[src/rtl/note_sequencer.sv]
// Song walker for one voice: fetches {note, duration} entries from a synchronous
// song ROM, counts each entry's duration in beats and strobes notes into the player.
module note_sequencer #(
  parameter int IDX_BITS  = 5,
  parameter int SONG_BITS = 2,
  parameter int DUR_BITS  = 6
) (
  input  logic                          clk,
  input  logic                          reset,
  input  logic                          play,
  input  logic [SONG_BITS-1:0]          song_sel,
  input  logic                          beat,
  output logic [SONG_BITS+IDX_BITS-1:0] rom_addr,
  input  logic [6+DUR_BITS-1:0]         rom_data,
  output logic [5:0]                    note_to_load,
  output logic                          load_new_note,
  output logic                          note_done,
  output logic                          song_done
);

  typedef enum logic [2:0] {
    S_IDLE,
    S_FETCH,
    S_WAIT,
    S_LOAD,
    S_PLAY,
    S_DONE
  } state_t;

  localparam logic [DUR_BITS-1:0] DUR_ONE = DUR_BITS'(1);
  localparam logic [IDX_BITS-1:0] IDX_ONE = IDX_BITS'(1);

  state_t                 state;
  logic [IDX_BITS-1:0]    index;
  logic [SONG_BITS-1:0]   song_q;
  logic [DUR_BITS-1:0]    dur_cnt;

  logic [5:0]             rom_note;
  logic [DUR_BITS-1:0]    rom_dur;
  logic                   song_change;
  logic                   last_entry;

  assign rom_note    = rom_data[DUR_BITS +: 6];
  assign rom_dur     = rom_data[DUR_BITS-1:0];
  assign song_change = (song_sel != song_q);
  assign last_entry  = &index;
  assign rom_addr    = {song_q, index};

  always_ff @(posedge clk) begin
    if (reset) begin
      state         <= S_IDLE;
      index         <= '0;
      song_q        <= '0;
      dur_cnt       <= '0;
      note_to_load  <= '0;
      load_new_note <= 1'b0;
      note_done     <= 1'b1;
      song_done     <= 1'b0;
    end else begin
      load_new_note <= 1'b0;
      // A new song selection aborts whatever is in flight, including a pending beat.
      if (state != S_IDLE && song_change) begin
        state     <= S_IDLE;
        index     <= '0;
        note_done <= 1'b1;
        song_done <= 1'b0;
      end else begin
        case (state)
          S_IDLE: begin
            if (play) begin
              song_q <= song_sel;
              index  <= '0;
              state  <= S_FETCH;
            end
          end
          S_FETCH: state <= S_WAIT;
          S_WAIT: begin
            if (rom_dur == '0) begin
              state     <= S_DONE;
              song_done <= 1'b1;
              note_done <= 1'b1;
            end else begin
              dur_cnt <= rom_dur;
              state   <= S_LOAD;
              // Rests keep the previous note code and stay silent.
              if (rom_note != 6'd0) begin
                note_to_load  <= rom_note;
                load_new_note <= 1'b1;
                note_done     <= 1'b0;
              end else begin
                note_done <= 1'b1;
              end
            end
          end
          S_LOAD: state <= S_PLAY;
          S_PLAY: begin
            if (beat && play) begin
              dur_cnt <= dur_cnt - DUR_ONE;
              if (dur_cnt == DUR_ONE) begin
                note_done <= 1'b1;
                if (last_entry) begin
                  state     <= S_DONE;
                  song_done <= 1'b1;
                end else begin
                  index <= index + IDX_ONE;
                  state <= S_FETCH;
                end
              end
            end
          end
          S_DONE: begin
            if (!play) begin
              state     <= S_IDLE;
              index     <= '0;
              song_done <= 1'b0;
            end
          end
          default: state <= S_IDLE;
        endcase
      end
    end
  end

endmodule
[config.mk]
export PLATFORM = sky130hd
export DESIGN_NAME = note_sequencer
export DESIGN_NICKNAME = d
export VERILOG_FILES = /design/src/rtl/note_sequencer.sv
export SDC_FILE = /design/constraint.sdc
export NUM_CORES = 1
export LEC_CHECK = 0
export BUFFER_PORTS_ARGS = -buffer_cell sky130_fd_sc_hd__clkbuf_2
export CAP_MARGIN = 20
export CORE_MARGIN = 5
export CORE_UTILIZATION = 57
export DETAILED_ROUTE_END_ITERATION = 8
export PLACE_DENSITY = 0.84
export SYNTH_ARGS = -nofsm -noshare
export SYNTH_HDL_FRONTEND = slang
export SYNTH_SLANG_ARGS = --single-unit
[constraint.sdc]
create_clock -name clk -period 4 [get_ports clk]
set_input_delay 1 -clock clk [delete_from_list [all_inputs] [get_ports clk]]
set_output_delay 1 -clock clk [all_outputs]
set_load 0.005 [all_outputs]
* Word-level counts from Yosys, hierarchy flattened *
Cells that the tools add are included.

operators by class
  bitwise operators = 3
  reductions and logical operators = 19
  muxes and demuxes = 28
  order comparisons = 0
  $mul = 0
  eq/ne operators = 15
  div/mod/pow operators = 0
  shift operators = 0
  add/sub/neg operators = 2

operator list
  kind                 number
  $mux 5               5
  $mux 3               6
  $pmux 3 s6           1
  $ne 2x2->1 const B   8
  $pmux 5 s3           1
  $mux 6               2
  $pmux 6 s2           1
  $reduce_and 4->1     3
  $reduce_and 6->1     2
  $mux 1               10
  $reduce_bool 3->1    3
  $eq 3x2->1 const B   2
  $eq 3x3->1 const B   2
  $eq 6x1->1 const B   1
  $logic_not 6->1      1
  $reduce_and 3->1     2
  $reduce_bool 6->1    1
  $sub 6x1->6 const B  1
  $add 5x1->5 const B  1
  $reduce_and 5->1     1
  $reduce_or 4->1      1
  $eq 3x1->1 const B   1
  $logic_not 3->1      1
  $not 1->1            3
  6 further kinds      7

storage, ports and cells
  bits in latches = 0
  flip-flop bits (word level) = 25
  memory bits (writable) = 0
  bits in read-only memories = 0
  memories kept = 0

* Logic depth before layout (Yosys ltp) *
Gate-level depths: netlist (run 1).

  depth in word-level cells = 5
  mapped depth = 8
  depth with buffers taken out = 8

* Worst setup path before layout (run 1) *
OpenSTA, ideal clock, no wires.

  path kind = input to register
  from = in rom_data[4]
  to = reg note_to_load[0]
  library setup time = 0.128 ns
  arrival time = 2.277 ns
  path slack = 1.596 ns
  stages = 5
  buffers on the path = 0
  cells stage by stage = or4_4 -> or3_4 -> nand4b_4 -> mux2i_1 -> nor2_1

between the ends
  word-level cells in the longest chain between the ends = 3

ends and longest elaborated chain
  what                        RTL line  source
  start: declaration          14        input logic [6+DUR_BITS-1:0] rom_data,
  $logic_not 6->1             78        if (rom_dur == '0) begin
  $not 1->1 (no line)         -
  $reduce_and 4->1 (no line)  -
  end signal: assignment      87        note_to_load <= rom_note;
  end: declaration            15        output logic [5:0] note_to_load,

Every way passes these cells.
A chain may end at the register's enable or synchronous reset.

* Final worst setup path (run 1) *
  from = in rom_data[4]
  to = reg note_to_load[1]

The elaborated chain is that of the path after synthesis.

==> results of run 1 <==
cells in the final DEF (no fill, tap or decap), types with 4 or more instances in the layout:
cell	netlist	final
clkbuf_2	0	33
nor2_1	27	27
dfxtp_1	25	25
a21oi_1	16	16
nand2_1	15	15
mux2i_1	9	9
nor3_1	8	8
o21ai_0	7	7
inv_1	4	4
a21o_1	4	4
ha_1	4	4
cell type report:
class / count / area, um^2 / area share [%]
flip-flops and latches: 25 / 500 / 30.9
clock inverters: 1 / 5.00 / 0.309
inverters: 4 / 15.0 / 0.927
multi-input cells: 133 / 873 / 53.9
repair buffers: 33 / 165 / 10.2
well taps: 30 / 37.5 / 2.32
clock buffers: 3 / 22.5 / 1.39
worst max-delay path by stage:
stage / end / slack, ns / cells after the start
2_1_floorplan: note_to_load[0] / 1.60 / 5
3_3_place_gp: note_to_load[2] / 1.45 / 6
3_5_place_dp: note_to_load[2] / 1.42 / 6
4_1_cts: note_to_load[2] / 1.78 / 6
5_1_grt: dur_cnt[0] / 1.72 / 6
6_report: note_to_load[1] / 1.78 / 6
per-layer routing:
layer  wire, um  vias to the layer above
li1           -                      676
met1       1490                      653
met2       1670                       51
met3        200                        7
met4         46                        0
met5          0                        -
critical path: cells and delay by family:
family        cells  cell delay (ns)
simple gates      4             1.16
mux               1             0.21
buf+inv           1             0.09
through the flow:
step | power, W | instance area [um^2]
6_report | 0.000605 | 1620
2_1_floorplan | 0.000446 | 1430
5_1_grt | 0.000643 | 1620
3_3_place_gp | 0.000481 | 1590
3_5_place_dp | 0.000489 | 1590
4_1_cts | 0.000605 | 1620
report_power, final:
part / total, W / switching [W] / internal (W)
sequential: 0.000296 / 0.0000297 / 0.000267
clock: 0.000119 / 0.0000811 / 0.0000376
combinational: 0.000189 / 0.000105 / 0.0000841
logic make-up after synthesis:
group,count (synthesis),synth area share (%)
and+or+nand+nor,74,28.5
AOI/OAI and AO/OA,42,19.9
DFF,25,35.0
buffers and inverters,13,3.94
muxes,11,7.87
adders and majority gates,4,3.50
xor gates and xnor gates,2,1.23
registers in the layout (all words and copies together), names as in the netlist:
signal / cells
index: 5
song_q: 2
note_done: 1
song_done: 1
dur_cnt: 6
load_new_note: 1
state: 3
note_to_load: 6
==> flow_metrics.py, run 1 <==
metrics = {
    "layout": {
        "postLayoutCoreUtil_pct": 66.6,
        "nets": 222,
        "area.growth.synth_to_final_pct": 13.2,
        "diodes": 0,
        "fin_cells": 229,
        "fill_cells": 218,
        "drive_gt1_share_pct": 24.1,
    },
    "grt": {
        "grt_overflow": 0,
        "grt_pass1_wl_mm": 5.70,
        "antenna_found_initial": 0,
        "grt_max_degree": 18,
        "grt_use_met2_pct": 35.2,
        "global_route.usage.met1_pct": 24.5,
        "grt_util_met3_pct": 3.89,
        "top_usage_layer": "met2",
        "grt_pass1_vias": 1331,
        "track_usage_pct": 20.4,
    },
    "critical_path": {
        "r2r_cells": 8,
        "cp-start-kind": "input port",
        "cp.required_ns": 4.23,
        "slowest_stage": "or4_4",
        "crit_chain": "clkbuf_2, or4_4, or3_4, nand4b_4, mux2i_1, nor2_1",
        "reg2reg_slack_ns": 1.88,
        "cp.arrival_ns": 2.45,
        "slowest_delay_ns": 0.54,
        "regToRegEndpoint": "index[4]",
        "critPathKind": "in -> reg",
        "worstSetupStartpoint": "rom_data[4]",
        "crit_fanout": 7,
        "end_kind": "register",
        "r2r-start": "index[0]",
    },
    "yosys": {
        "async_flop_share_pct": 0,
        "seq_area_frac_synth_pct": 35.0,
        "yosysTopAreaCellShare_pct": 35.0,
        "synth_area_um2": 1430,
        "avgSynthCellArea_um2": 8.36,
        "synth_ff_type": "dfxtp_1",
        "synth_warnings": 0,
        "synth_common_cells": "27 x nor2_1, 25 x dfxtp_1, 16 x a21oi_1",
        "synth_cells": 171,
        "ys_seq_elements": 25,
        "synth_nets": 193,
        "yosys-top-cells-area": "dfxtp_1 35%, nor2_1 7.1%, mux2i_1 6.3%",
        "synth_edf_count": 0,
        "synth_top_area_cell": "dfxtp_1",
        "synth_most_common_cell": "nor2_1",
        "yosysUniqueCellTypes": 46,
    },
    "route": {
        "wl_per_cell_um": 14.8,
        "antenna_left": 0,
        "dr.pass1.iters": 4,
        "route.detailed.drc": 0,
        "num_vias": 1387,
        "drt_iter0_markers": 56,
        "wl_mm": 3.40,
        "viasPerCell": 6.06,
    },
    "placement": {
        "post-dp-hpwl_mm": 2.60,
        "io_buffers": 33,
        "placed_cells": 225,
        "pre_cts_ws_ns": 1.42,
        "gp_congestion": 0.910,
    },
    "cts": {
        "insertion_delay_ns": 0.33,
        "cts-root-buf": "clkbuf_4",
        "path_clk_slew_ns": 0.15,
        "cts_tree": "built",
        "h-tree-depth": 1,
        "ctsHoldBuffers": 0,
        "cts.path.max_buffers": 2,
        "postCtsSetupRepairBufs": 0,
        "cts_buffers": 3,
        "cts_sinks": 25,
        "post_cts_resized": 0,
    },
    "die": {
        "ios": 34,
        "die_h_um": 60.1,
        "fp-row-count": 18,
        "dieArea_um2": 3610,
        "core_region_area_um2": 2430,
        "initial_core_util_pct": 58.8,
        "die_w_um": 60.1,
    },
    "sta": {
        "finalSetupTns_ns": 0,
        "whs_ns": 0.514,
        "fmaxAchievable_ghz": 0.451,
        "finalCriticalPeriod_ns": 2.22,
        "slew_headroom_pct": 53.3,
        "rsz0062_at_grt": "no",
        "fin_crit_sh_pct": 55.5,
        "hold_viol": 0,
        "finalMaxSlewViolations": 0,
        "worst-slew-pin-transition_ns": 0.699,
        "setup_viol": 0,
        "finClkSkew_ns": 0.0103,
        "fin_ws_ns": 1.78,
    },
    "worst_hold_path": {
        "hold_path_depth": 2,
        "hold_path_startpoint": "dur_cnt[5]",
        "hold_end": "dur_cnt[5]",
        "min_path_type": "reg -> reg",
    },
    "power_and_ir_drop": {
        "powerDensity_nw_per_um2": 373,
        "leakagePower_nw": 0.705,
        "vdd.ir_drop.worst_uv": 319,
    },
    "flow_run": {
        "maxCapViolCount": 0,
    },
    "outcome": {
        "outcome": "complete, no violations",
    },
}
Power figures use the tool's default switching activity.
==> run 2: changes to the inputs <==
Settings changed: ABC_AREA set to 1, CORE_ASPECT_RATIO set to 0.5, CORE_UTILIZATION 57 to 49, PLACE_DENSITY 0.84 to 0.76.
Clock period 4 ns to 1.8 ns, I/O delays scaled along.
==> run 2 against run 1 <==
  * Clock power increased to 2.9 times the previous value
  * Combinational power increased to 8.0 times the previous value
  * Global-route usage decreased by 4.5 points
  * Total power increased to 4.6 times the previous value
  * Clock skew decreased by 0.0050 ns
  * Sequential share of layout area decreased by 3.8 points
  * Die area increased by 26%
  * Synthesized cell count increased by 39%
  * Non-clock buffer count increased by 2
  * Via count increased by 10%
  * First-iteration DRC count increased by 20%
  * Clock-buffer cell count unchanged
  * Critical endpoint is now index[1]
  * Largest power group is now combinational cells
==> flow_metrics.py, run 2 <==
metrics = {
    "yosys": {
        "synth_nets": 259,
        "yosys.area_share.simple_pct": 47.6,
        "synth_warnings": 0,
        "synth_top_area_cell": "dfxtp_1",
        "avgSynthCellArea_um2": 6.70,
        "synth_area_um2": 1590,
        "synth_cells": 237,
        "async_flop_share_pct": 0,
        "synthXorXnorAreaFrac_pct": 0,
        "synth_most_common_cell": "nand2_1",
        "ys_seq_elements": 25,
        "synth_common_cells": "63 x nand2_1, 36 x nor2_1, 25 x dfxtp_1",
        "yosysTopAreaCellShare_pct": 31.5,
        "synth_compound_area_share_pct": 9.61,
        "synth_adder_area_share_pct": 3.15,
        "yosysUniqueCellTypes": 29,
        "seq_area_frac_synth_pct": 31.5,
        "muxShareOfSynthArea_pct": 0,
        "synth_ff_type": "dfxtp_1",
        "synth_top_family_by_area": "simple AND/OR/NAND/NOR gates",
        "yosys-top-cells-area": "dfxtp_1 31%, nand2_1 15%, nor2_1 8.5%",
        "synth_edf_count": 0,
    },
    "route": {
        "viasPerCell": 4.88,
        "met2_length_mm": 1.56,
        "antenna_left": 0,
        "dr.pass1.iters": 4,
        "wl_mm": 3.53,
        "num_vias": 1532,
        "wl_met1_mm": 1.75,
        "drt_iter0_markers": 67,
        "dr_wl_met3_um": 198,
        "highest_layer": "met4",
        "route.detailed.drc": 0,
        "wl_per_cell_um": 11.2,
    },
    "critical_path": {
        "slowest_stage": "dfxtp_1",
        "slowest_delay_ns": 0.36,
        "critical-path-top-delay-family": "simple AND/OR/NAND/NOR gates",
        "endpoint": "index[1]",
        "cp.required_ns": 1.97,
        "reg2reg_slack_ns": 0.25,
        "r2r-start": "index[0]",
        "critPathKind": "reg -> reg",
        "regToRegEndpoint": "index[1]",
        "cp.arrival_ns": 1.73,
        "critical_path_depth": 10,
        "end_kind": "register",
        "cp_common_cell": "nand2_1",
        "cp-start-kind": "register",
        "crit_buf_inv": 0,
        "crit_fanout": 5,
        "worstSetupStartpoint": "index[0]",
        "crit_chain": "ha_1, nand2_1, nor2_1, ha_1, nand2_1, nand2_1, nor2_4, nand2_2, a21oi_1, nor2_1",
        "r2r_cells": 10,
    },
    "sta": {
        "slew_headroom_pct": 78.2,
        "fin_ws_ns": 0.246,
        "fin_crit_sh_pct": 86.3,
        "whs_ns": 0.446,
        "finClkSkew_ns": 0.00527,
        "finalMaxSlewViolations": 0,
        "rsz0062_at_grt": "no",
        "fmaxAchievable_ghz": 0.643,
        "worst-slew-pin-transition_ns": 0.326,
        "setup_viol": 0,
        "finalCriticalPeriod_ns": 1.55,
        "hold_viol": 0,
        "finalSetupTns_ns": 0,
    },
    "layout": {
        "postLayoutCoreUtil_pct": 60.6,
        "area.growth.synth_to_final_pct": 16.1,
        "fill_cells": 285,
        "reg.largest.list": "dur_cnt (6), note_to_load (6), index (5)",
        "mostFrequentLayoutCell": "nand2_1",
        "diodes": 0,
        "fin_cells": 314,
        "drive_gt1_share_pct": 26.6,
        "nets": 297,
        "final_cell_mix": "63 x nand2_1, 36 x nor2_1, 33 x clkbuf_2",
    },
    "flow_run": {
        "maxCapViolCount": 0,
    },
    "die": {
        "dieArea_um2": 4550,
        "fp-row-count": 14,
        "initial_core_util_pct": 52.1,
        "die_w_um": 90.5,
        "die_h_um": 50.3,
        "ios": 34,
        "core_region_area_um2": 3050,
    },
    "grt": {
        "antenna_found_initial": 0,
        "grt_pass1_vias": 1353,
        "grt_pass1_wl_mm": 6.07,
        "grt_overflow": 0,
        "grt_max_degree": 16,
        "track_usage_pct": 16.0,
    },
    "worst_hold_path": {
        "hold_path_depth": 2,
        "min_path_type": "in -> reg",
    },
    "cts": {
        "post_cts_resized": 0,
        "cts_sinks": 25,
        "cts-root-buf": "clkbuf_8",
        "cts_tree": "built",
        "cts_buffers": 3,
        "h-tree-depth": 1,
        "ctsHoldBuffers": 0,
        "postCtsSetupRepairBufs": 0,
        "insertion_delay_ns": 0.27,
        "cts.path.max_buffers": 2,
        "path_clk_slew_ns": 0.09,
    },
    "power_and_ir_drop": {
        "leakagePower_nw": 0.894,
        "powerDensity_nw_per_um2": 1500,
        "vdd.ir_drop.worst_uv": 800,
    },
    "outcome": {
        "outcome": "complete, no violations",
    },
    "placement": {
        "post-dp-hpwl_mm": 2.82,
        "pre_cts_ws_ns": 0.236,
        "gp_congestion": 0.918,
        "placed_cells": 310,
        "io_buffers": 33,
    },
}
-- run 2: cell types whose count changed after synthesis, sizes merged, moves of 4 or more --
cell / delta
nor2: +18
nand3: +15
nor3: -10
nand2: +60
o21ai: +4
a21o: -4
nand3b: +5
nand4: +5
clkbuf: -4
mux2i: -9
inv: +22
-- run 2: cell type report --
| type | count | area (um^2) | area share, % |
|---|---|---|---|
| tap | 40 | 50.0 | 2.71 |
| timing repair buffer | 35 | 180 | 9.76 |
| clock inverter | 1 | 7.51 | 0.407 |
| sequential | 25 | 500 | 27.1 |
| clock buffer | 3 | 41.3 | 2.24 |
| inverter | 28 | 106 | 5.76 |
| multi-input combinational | 182 | 960 | 52.0 |
-- run 2: worst reg2reg max path, stage by stage, from the launching register on --
cell	delay (ns)
dfxtp_1	0.36
ha_1	0.22
nand2_1	0.08
nor2_1	0.05
ha_1	0.18
nand2_1	0.08
nand2_1	0.08
nor2_4	0.14
nand2_2	0.10
a21oi_1	0.12
nor2_1	0.05
-- run 2: kinds of logic after synthesis --
logic type,count (synthesis)
AO/OA/AOI/OAI,28
adder cells (fa/ha/maj),4
flip-flops,25
AND/OR/NAND/NOR,150
buffers and inverters,30
-- run 2: layer usage --
metal	track usage (%)	up-vias
li1	-	828
met1	20.9	664
met2	26.1	36
met3	4.18	4
met4	4.46	0
met5	0	-
-- run 2: where the power goes --
group	switching [W]	leakage, nW	internal [W]
clock network	0.000187	0.0217	0.000157
registers	0.000166	0.204	0.000728
logic	0.000948	0.669	0.000574
-- run 2: worst min path at each step --
stage                    startpoint              end  slack, ns
finish                        reset       dur_cnt[0]       0.45
CTS                           reset       dur_cnt[0]       0.45
detailed placement  note_to_load[5]  note_to_load[5]       0.46
global placement          song_done        song_done       0.46
floorplan                dur_cnt[5]       dur_cnt[5]       0.45
global route                  reset       dur_cnt[2]       0.44
-- run 2: per-stage QoR --
step	power (W)	area (um^2)
floorplan	0.00208	1590
global placement	0.00239	1800
detailed placement	0.00243	1800
CTS	0.00278	1850
global route	0.00304	1850
finish	0.00276	1850
